`config.mk`:
```
export PLATFORM = sky130hd
export DESIGN_NAME = seq_neuron_flat
export DESIGN_NICKNAME = d
export VERILOG_FILES = /design/src/rtl/seq_neuron_if.sv /design/src/rtl/seq_neuron.sv /design/src/flat_wrapper.sv
export SDC_FILE = /design/constraint.sdc
export NUM_CORES = 1
export LEC_CHECK = 0
export ABC_AREA = 1
export BUFFER_PORTS_ARGS = -buffer_cell sky130_fd_sc_hd__buf_4
export CAP_MARGIN = 25
export CORE_AREA = 2 2 43 45
export CTS_CLUSTER_SIZE = 10
export DETAILED_ROUTE_END_ITERATION = 10
export DIE_AREA = 0 0 45 47
export GPL_TIMING_DRIVEN = 0
export PLACE_DENSITY = 0.8
export SLEW_MARGIN = 20
export SYNTH_ARGS = -nofsm -noshare
export SYNTH_HDL_FRONTEND = slang
export SYNTH_SLANG_ARGS = --single-unit
```
`constraint.sdc`:
```
create_clock -name clk -period 2.41 [get_ports clk]
set_input_delay 0.1205 -clock clk [delete_from_list [all_inputs] [get_ports clk]]
set_output_delay 0.1205 -clock clk [all_outputs]
set_load 0.1 [all_outputs]
```
`src/rtl/seq_neuron_if.sv`:
```
// Handshake bundle for seq_neuron: input vector channel and result channel.
interface seq_neuron_if #(
  parameter int WIDTH = 16,
  parameter int N     = 4
);
  logic                     in_valid;
  logic                     in_ready;
  logic [WIDTH*N-1:0]       in_flat;
  logic                     out_valid;
  logic                     out_ready;
  logic signed [WIDTH-1:0]  out;
  logic                     out_sat;

  modport master (
    output in_valid, in_flat, out_ready,
    input  in_ready, out_valid, out, out_sat
  );

  modport slave (
    input  in_valid, in_flat, out_ready,
    output in_ready, out_valid, out, out_sat
  );
endinterface

```
`src/rtl/seq_neuron.sv`:
```
// Sequential fixed-point neuron: one multiply-accumulate per cycle over N channels,
// then floor-shift, saturate and optional ReLU into a held result.
module seq_neuron #(
  parameter int                          WIDTH        = 16,
  parameter int                          N            = 4,
  parameter int                          FRAC_BITS    = 8,
  parameter logic signed [WIDTH*N-1:0]   WEIGHTS_FLAT = '0,
  parameter logic signed [WIDTH-1:0]     BIAS         = '0,
  parameter bit                          RELU_EN      = 1'b0
) (
  input logic        clk,
  input logic        rst,
  seq_neuron_if.slave nif
);
  localparam int ACC_W = 2 * WIDTH + $clog2(N) + 1;
  localparam int IDX_W = (N > 1) ? $clog2(N) : 1;

  localparam logic signed [ACC_W-1:0] BIAS_ACC = ACC_W'(BIAS) <<< FRAC_BITS;
  localparam logic signed [ACC_W-1:0] MAX_C    = ACC_W'({1'b0, {(WIDTH-1){1'b1}}});
  localparam logic signed [ACC_W-1:0] MIN_C    = -MAX_C - 1;

  typedef enum logic [1:0] {IDLE, MAC, DONE} state_t;

  state_t                    state_q, state_d;
  logic signed [ACC_W-1:0]   acc_q, acc_d;
  logic [IDX_W-1:0]          idx_q, idx_d;
  logic [WIDTH*N-1:0]        in_q, in_d;
  logic signed [WIDTH-1:0]   out_q, out_d;
  logic                      sat_q, sat_d;

  logic signed [WIDTH-1:0]   x_a [N];
  logic signed [WIDTH-1:0]   w_a [N];
  logic signed [2*WIDTH-1:0] prod;
  logic signed [ACC_W-1:0]   sum;
  logic signed [ACC_W-1:0]   shifted;
  logic signed [WIDTH-1:0]   res;
  logic                      res_sat;

  // Element 0 sits in the most significant slice of both flat vectors.
  for (genvar i = 0; i < N; i++) begin : g_unpack
    assign x_a[i] = in_q[(N-i)*WIDTH-1 -: WIDTH];
    assign w_a[i] = WEIGHTS_FLAT[(N-i)*WIDTH-1 -: WIDTH];
  end

  assign prod    = x_a[idx_q] * w_a[idx_q];
  assign sum     = acc_q + ACC_W'(prod);
  assign shifted = sum >>> FRAC_BITS;

  always_comb begin
    res     = shifted[WIDTH-1:0];
    res_sat = 1'b0;
    if (shifted > MAX_C) begin
      res     = MAX_C[WIDTH-1:0];
      res_sat = 1'b1;
    end else if (shifted < MIN_C) begin
      res     = MIN_C[WIDTH-1:0];
      res_sat = 1'b1;
    end
    if (RELU_EN && res[WIDTH-1]) res = '0;
  end

  always_comb begin
    state_d       = state_q;
    acc_d         = acc_q;
    idx_d         = idx_q;
    in_d          = in_q;
    out_d         = out_q;
    sat_d         = sat_q;
    nif.in_ready  = (state_q == IDLE);
    nif.out_valid = (state_q == DONE);
    case (state_q)
      IDLE: begin
        if (nif.in_valid) begin
          in_d    = nif.in_flat;
          acc_d   = BIAS_ACC;
          idx_d   = '0;
          state_d = MAC;
        end
      end
      MAC: begin
        acc_d = sum;
        if (idx_q == IDX_W'(N - 1)) begin
          out_d   = res;
          sat_d   = res_sat;
          state_d = DONE;
        end else begin
          idx_d = idx_q + IDX_W'(1);
        end
      end
      DONE: begin
        if (nif.out_ready) state_d = IDLE;
      end
      default: state_d = IDLE;
    endcase
  end

  always_ff @(posedge clk) begin
    if (rst) begin
      state_q <= IDLE;
      acc_q   <= '0;
      idx_q   <= '0;
      in_q    <= '0;
      out_q   <= '0;
      sat_q   <= 1'b0;
    end else begin
      state_q <= state_d;
      acc_q   <= acc_d;
      idx_q   <= idx_d;
      in_q    <= in_d;
      out_q   <= out_d;
      sat_q   <= sat_d;
    end
  end

  assign nif.out     = out_q;
  assign nif.out_sat = sat_q;
endmodule

```
`src/flat_wrapper.sv`:
```
// flat-port wrapper written by rule: the top's interface ports become plain ports
module seq_neuron_flat 
#(
  parameter int                          WIDTH        = 16,
  parameter int                          N            = 4,
  parameter int                          FRAC_BITS    = 8,
  parameter logic signed [WIDTH*N-1:0]   WEIGHTS_FLAT = '0,
  parameter logic signed [WIDTH-1:0]     BIAS         = '0,
  parameter bit                          RELU_EN      = 1'b0
)
  (clk, rst, nif_in_valid, nif_in_flat, nif_out_ready, nif_in_ready, nif_out_valid, nif_out, nif_out_sat);
  seq_neuron_if #(.WIDTH(WIDTH), .N(N)) nif_i ();
  input logic clk;
  input logic rst;
  input wire logic [$bits(nif_i.in_valid)-1:0] nif_in_valid;
  input wire logic [$bits(nif_i.in_flat)-1:0] nif_in_flat;
  input wire logic [$bits(nif_i.out_ready)-1:0] nif_out_ready;
  output wire logic [$bits(nif_i.in_ready)-1:0] nif_in_ready;
  output wire logic [$bits(nif_i.out_valid)-1:0] nif_out_valid;
  output wire logic [$bits(nif_i.out)-1:0] nif_out;
  output wire logic [$bits(nif_i.out_sat)-1:0] nif_out_sat;
  assign nif_i.in_valid = nif_in_valid;
  assign nif_i.in_flat = nif_in_flat;
  assign nif_i.out_ready = nif_out_ready;
  assign nif_in_ready = nif_i.in_ready;
  assign nif_out_valid = nif_i.out_valid;
  assign nif_out = nif_i.out;
  assign nif_out_sat = nif_i.out_sat;
  seq_neuron #(.WIDTH(WIDTH), .N(N), .FRAC_BITS(FRAC_BITS), .WEIGHTS_FLAT(WEIGHTS_FLAT), .BIAS(BIAS), .RELU_EN(RELU_EN)) u_core (.clk(clk), .rst(rst), .nif(nif_i));
endmodule
```
Word level (Yosys, flattened, before mapping) --
Cells that the tools add are included.
Cells by class: multiplexer cells 19, equal/unequal tests 7, add/sub/neg operators 2, reductions and logical operators 7, $lt $le $gt $ge 3, bitwise gates (word level) 1, multipliers 1
Operators with widths (count):
- 16-bit two-way mux | 6
- 35-bit case mux with 2 select lines | 1
- 16-bit binary-select mux with 2-bit select | 2
- 35-bit by 32-bit adder with 35-bit output | 1
- 35-bit two-way mux | 1
- 16-bit by 16-bit multiplier with 32-bit output | 1
- 27-bit by 16-bit > comparator with 1-bit output, second input constant | 1
- 27-bit by 16-bit < comparator with 1-bit output, second input constant | 1
- 2-bit two-way mux | 5
- 2-bit inequality test, second input constant | 3
- 2-bit case mux with 3 select lines | 1
- 2-bit AND reduction | 3
- 3-bit AND reduction | 2
- 2-bit equality test, second input constant | 2
- 2-bit case mux with 2 select lines | 1
- 3-bit greater-or-equal comparator, second input constant | 1
- 2-bit inverter with 3-bit output | 1
- 2-bit by 1-bit adder with 2-bit output, second input constant | 1
- 2-bit by 1-bit equality test with 1-bit output, second input constant | 1
- 2-bit logical NOT | 1
- 1-bit two-way mux | 2
- 2-bit by 1-bit inequality test with 1-bit output, second input constant | 1
- 2-bit nonzero test | 1
Storage, ports and cells: flip-flop bits (word level) 120, word-level logic and storage cells 46

Depth between registers and ports, before layout --
Gate-level depths: netlist of the first run.
word-level depth 9, gate-level depth with buffers 6, depth with buffers taken out 6

Least setup slack after synthesis of the first run --
Ideal clock, no wire load.
path kind reg2reg, start point reg u_core.state_q[1], end point reg u_core.state_q[1], setup time 70 ps, setup slack 354 ps, stages on the path, launching flop included 5, required time 2340 ps, arrival 1986 ps, clock period less this slack 2056 ps, buffers on the path 0, path through dfxtp_1 inv_1 nor2_1 nand2_1 a21oi_1
Between the ends: cells in the longest elaborated chain, start to end 3, elaborated cells between the ends (all ways) 8, those cells by class eq/ne: 5; mux: 1; reduce/logical: 2
Ends and longest elaborated chain:
- start, declared | RTL line seq_neuron.sv:24 | state_t state_q, state_d;
- start signal, assigned | RTL line seq_neuron.sv:106 | state_q <= state_d;
- 2-bit equality test *
- via nif_out_valid | RTL line flat_wrapper.sv:19 | output wire logic [$bits(nif_i.out_valid)-1:0] nif_out_valid;
- 2-bit inequality test (no line)
- 3-bit AND reduction (no line)
Mark *: on every way through the listed nets, which the timed path passes. The rest lies on a longest branch. A chain may end at the register's enable or synchronous reset.

Worst setup path after layout of the first run --
start point reg u_core.state_q[1], end point out nif_out_valid
Between the ends: cells in the longest elaborated chain, start to end 1
Ends and longest elaborated chain:
- 2-bit equality test | RTL line seq_neuron.sv:70 | nif.out_valid = (state_q == DONE);
- end, declared | RTL line flat_wrapper.sv:19
Every way passes these cells.

==> results.py, run 1 <==
metrics = {
    "placed_design": {
        "dp_slack_ns": 1.35,
        "place_congestion": 0.583,
        "dp_hpwl_microns": 497,
        "io_buffers": 5,
    },
    "route": {
        "drt-total-wl_microns": 534,
        "routed_via_density": 3.24,
        "vias": 301,
        "wl_per_cell_microns": 5.74,
        "antenna_left": 0,
        "dr.first_iter.drc_count": 1,
        "drt-pass1-iter-count": 4,
        "drc_errors": 0,
    },
    "synthesis": {
        "yosys-top-cells-area": "buf_4 36%, dfxtp_1 22%, nand2_2 7.0%",
        "ys_ff_latch": 4,
        "ys_types": 12,
        "syn_inst": 52,
        "synth_top_area_share_pct": 35.8,
        "synth_area_leader_cell": "buf_4",
        "ys_seq_area_share_pct": 22.5,
        "ys_warn_count": 0,
        "synth_area_per_cell_sq_um": 6.86,
        "syn_area_sq_um": 357,
    },
    "timing": {
        "setup_viol": 0,
        "hold_slack_ns": 0.0642,
        "layout_setup_ws_ns": 1.11,
        "fmax_mhz": 770,
        "fin_worst_skew_ns": 0.00167,
        "rsz0062_at_grt": "no",
        "finalCriticalPeriod_ns": 1.30,
        "hold_viol": 0,
        "finalCritPeriodShare_pct": 53.9,
        "tns_ns": 0,
        "finalMaxSlewViolations": 0,
    },
    "cts": {
        "path_clk_slew_ns": 0.03,
        "htree_levels": 1,
        "cts_tree": "done",
        "clkSinkCount": 4,
        "cts_root_buf": "clkbuf_4",
        "post-cts-setup-buffer-count": 0,
        "cts.repair.resized": 0,
        "clkLatencyLatePin_ns": 0.23,
        "clk_path_buf_depth": 2,
        "numCtsBuffers": 3,
        "cts_hold_buf": 0,
    },
    "setup_path": {
        "cp-start-kind": "flip-flop",
        "required_ns": 2.29,
        "worstSetupPathType": "flip-flop to output pin",
        "cp_data_arrival_time_ns": 1.18,
        "cp-end-kind": "output pin",
        "crit_path_max_fanout": 4,
    },
    "die": {
        "die_y_microns": 47,
        "rows": 15,
        "ios": 87,
        "die_area_sq_um": 2120,
        "core_sq_um": 1650,
        "initial_utilization_pct": 21.6,
        "die-width_microns": 45,
    },
    "power_and_ir_drop": {
        "switching_share_pct": 51.9,
        "intPower_mw": 0.161,
        "power_leakage_nw": 0.298,
        "p_comb_share_pct": 53.9,
        "seqPwrFrac_pct": 22.6,
        "p_per_area_nw_per_um2": 672,
        "pwr-share-clk_pct": 23.5,
        "peakVddDrop_mv": 0.156,
        "p_switching_mw": 0.174,
    },
    "layout": {
        "fin_nets": 147,
        "final_cell_mix": "22 x buf_4, 17 x conb_1, 6 x inv_1",
        "synthToLayoutAreaGrowth_pct": 39.6,
        "filler_cell_count": 198,
        "final_layout_size_suffix_gt1_share_pct": 42.1,
        "antenna_cells": 0,
        "final_common_cell": "buf_4",
    },
    "global_route": {
        "grt_pass1_vias": 224,
        "use_met2_pct": 8.29,
        "antenna_found_initial": 0,
        "grt_first_pass_wirelength_microns": 745,
        "use_met3_pct": 2.31,
        "grt_max_degree": 7,
        "grt.overflow.total": 0,
        "top_usage_layer": "met2",
        "track_usage_pct": 5.42,
        "use_met1_pct": 4.83,
    },
    "worst_hold_path": {
        "hold_class": "input pin to flip-flop",
    },
    "run_status": {
        "status": "finished clean",
    },
    "job": {
        "max_cap_violations": 0,
    },
}
## Yosys cell counts, drive strengths merged
library cell / number
a21oi: 3
buf: 17
conb: 1
dfxtp: 4
ha: 1
inv: 7
nand2: 8
nand3: 4
nor2: 7
## through the flow
stage               cells  area (sq um)  util [%]  total power, mW
finish                 93           498      30.2            0.335
global route           93           498      30.2            0.348
CTS                    93           498      30.2            0.339
detailed placement     90           475      28.8            0.257
global placement       90           475      28.8            0.255
floorplan              68           417         -            0.245
## worst paths after layout
check / slack [ns] / start / cells after the start / end
max: 1.11 / u_core.state_q[1] / 3 / nif_out_valid
min: 0.06 / rst / 2 / u_core.state_q[1]
min reg2reg: 0.48 / u_core.idx_q[1] / 2 / u_core.idx_q[1]
max reg2reg: 1.36 / u_core.idx_q[0] / 5 / u_core.idx_q[1]
## critical path, stage by stage, from the launching register on
cell and delay, ns:
dfxtp_1 0.39, inv_1 0.09, nor2_1 0.15, buf_4 0.32
## cell families after synthesis
logic type	share of synthesized area [%]
AO/OA/AOI/OAI	4.21
other	1.05
flip-flops	22.5
AND/OR/NAND/NOR	25.6
buffers and inverters	43.2
adder cells (fa/ha/maj)	3.51
## power by group through the flow
stage	clock network [mW]	registers, mW	logic (mW)
after floorplan	0	0.0760	0.169
after global placement	0	0.0764	0.179
after detailed placement	0	0.0767	0.180
after CTS	0.0832	0.0758	0.180
after global routing	0.0836	0.0764	0.188
final	0.0786	0.0757	0.181
## flip-flops by register name (all words and copies together) (netlist names)
register / flops
u_core.idx_q: 2
u_core.state_q: 2
## routing by layer
metal | share of wire [%] | vias up | wire, microns
li1 | - | 173 | -
met1 | 37 | 111 | 200
met2 | 44 | 17 | 234
met3 | 19 | 0 | 100
met4 | 0 | 0 | 0
met5 | 0 | - | 0
## final cells by class
| class | instances | area (sq um) | share of cell area (%) |
|---|---|---|---|
| Multi-Input combinational cell | 40 | 183 | 36.7 |
| Buffer | 17 | 128 | 25.6 |
| Sequential cell | 4 | 80.1 | 16.1 |
| Timing Repair Buffer | 5 | 37.5 | 7.54 |
| Inverter | 7 | 26.3 | 5.28 |
| Clock buffer | 3 | 22.5 | 4.52 |
| Tap cell | 17 | 21.3 | 4.27 |
Note: power is estimated with default switching activity, not from simulation.
==> run 2: changes to the inputs <==
CORE_AREA = 2 2 45 47   (was 2 2 43 45)
DIE_AREA = 0 0 47 49   (was 0 0 45 47)
PLACE_DENSITY = 0.74   (was 0.8)
clock period = 1.2 ns   (was 2.41 ns; I/O delays follow)
==> results.py, run 2 (synthesized netlist as in run 1, its figures left out) <==
metrics = {
    "global_route": {
        "grt.overflow.total": 0,
        "grt_pass1_vias": 240,
        "antenna_found_initial": 0,
        "track_usage_pct": 6.05,
        "grt_first_pass_wirelength_microns": 869,
        "grt_max_degree": 7,
    },
    "cts": {
        "clkSinkCount": 4,
        "path_clk_slew_ns": 0.03,
        "cts.repair.resized": 0,
        "numCtsBuffers": 3,
        "cts_root_buf": "clkbuf_4",
        "htree_levels": 1,
        "clk_path_buf_depth": 2,
        "cts_tree": "done",
        "clkLatencyLatePin_ns": 0.23,
    },
    "power_and_ir_drop": {
        "peakVddDrop_mv": 0.271,
        "intPower_mw": 0.327,
        "seqPwrFrac_pct": 23.0,
        "power_leakage_nw": 0.305,
        "pwr-share-clk_pct": 23.4,
        "p_per_area_nw_per_um2": 1270,
        "p_total_mw": 0.680,
        "p_switching_mw": 0.354,
        "p_comb_share_pct": 53.6,
        "switching_share_pct": 52.0,
    },
    "route": {
        "routed_via_density": 2.97,
        "antenna_left": 0,
        "vias": 309,
        "drt-pass1-iter-count": 2,
        "drt-total-wl_microns": 548,
        "drc_errors": 0,
        "dr.first_iter.drc_count": 3,
        "wl_per_cell_microns": 5.27,
    },
    "placed_design": {
        "dp_hpwl_microns": 519,
        "io_buffers": 5,
        "place_congestion": 0.732,
        "placed_area_sq_um": 503,
    },
    "layout": {
        "synthToLayoutAreaGrowth_pct": 50.2,
        "antenna_cells": 0,
        "fin_nets": 148,
        "final_cell_mix": "22 x buf_4, 17 x conb_1, 5 x inv_1",
        "fin_util_pct": 29.1,
        "design_area_sq_um": 536,
        "final_common_cell": "buf_4",
        "final_layout_size_suffix_gt1_share_pct": 46.8,
        "reg_top3": "u_core.idx_q (2), u_core.state_q (2)",
    },
    "setup_path": {
        "cp_data_arrival_time_ns": 1.07,
        "worstSetupPathType": "flip-flop to output pin",
        "cp-start-kind": "flip-flop",
        "crit_path_max_fanout": 4,
        "required_ns": 1.14,
        "cp-end-kind": "output pin",
    },
    "die": {
        "initial_utilization_pct": 19.4,
        "die_y_microns": 49,
        "core_sq_um": 1840,
        "die-width_microns": 47,
        "die_area_sq_um": 2300,
        "ios": 87,
        "rows": 16,
    },
    "timing": {
        "rsz0062_at_grt": "no",
        "hold_slack_ns": 0.0857,
        "hold_viol": 0,
        "finalCriticalPeriod_ns": 1.13,
        "fmax_mhz": 887,
        "fin_worst_skew_ns": 0.0000240,
        "finalMaxSlewViolations": 0,
        "setup_viol": 0,
        "finalCritPeriodShare_pct": 94.0,
    },
    "job": {
        "max_cap_violations": 0,
    },
    "worst_hold_path": {
        "hold_class": "input pin to flip-flop",
    },
    "run_status": {
        "status": "finished clean",
    },
}
[run 2: changes by cell type in the layout (fill, tap and decap cells not counted), sizes merged]
cell / change
dlygate4sd3: +1
[run 2: timing repair]
action,CTS,global route
hold buffers,1,0
buffers inserted,0,0
hold endpoints to repair,2,0
[run 2: final timing paths]
kind | startpoint | to | slack (ns) | cells past startpoint
setup / recovery | u_core.state_q[1] | nif_out_valid | 0.07 | 3
hold / removal | nif_out_ready | u_core.state_q[1] | 0.09 | 4
setup reg to reg | u_core.idx_q[0] | u_core.idx_q[0] | 0.16 | 5
hold reg to reg | u_core.idx_q[1] | u_core.idx_q[1] | 0.50 | 2
[run 2: area by class of cell]
class                           count  area (sq um)
Multi-Input combinational cell     40           195
Sequential cell                     4          82.6
Buffer                             17           128
Timing Repair Buffer                6          47.5
Fill cell                         212          1310
Inverter                            7          26.3
Clock buffer                        3          22.5
Tap cell                           27          33.8
[run 2: critical path, cell delays in order (launching register included)]
cell     delay (ns)
dfxtp_2        0.37
inv_2          0.07
nor2_4         0.10
buf_4          0.29
[run 2: layer usage]
metal / share of wire, % / wire length [microns] / global-route usage [%] / up-vias
met5: 0 / 0 / 0 / -
met4: 0 / 0 / 6.94 / 0
met3: 18 / 98 / 4.44 / 0
met2: 46 / 252 / 8.45 / 19
met1: 36 / 198 / 4.71 / 117
li1: - / - / - / 173
[run 2: metrics by stage]
stage | worst slack [ns] | setup TNS, ns | cells
after floorplan | -0.0406 | -0.105 | 68
after global placement | 0.196 | 0 | 100
after detailed placement | 0.150 | 0 | 100
after CTS | 0.0529 | 0 | 104
after global routing | 0.0363 | 0 | 104
final | 0.0723 | 0 | 104
[run 2: power groups by stage]
stage,clock network (mW),logic (mW),registers (mW)
6_report,0.159,0.365,0.156
5_1_grt,0.183,0.383,0.158
4_1_cts,0.170,0.364,0.156
3_5_place_dp,0,0.361,0.158
3_3_place_gp,0,0.359,0.157
2_1_floorplan,0,0.341,0.156
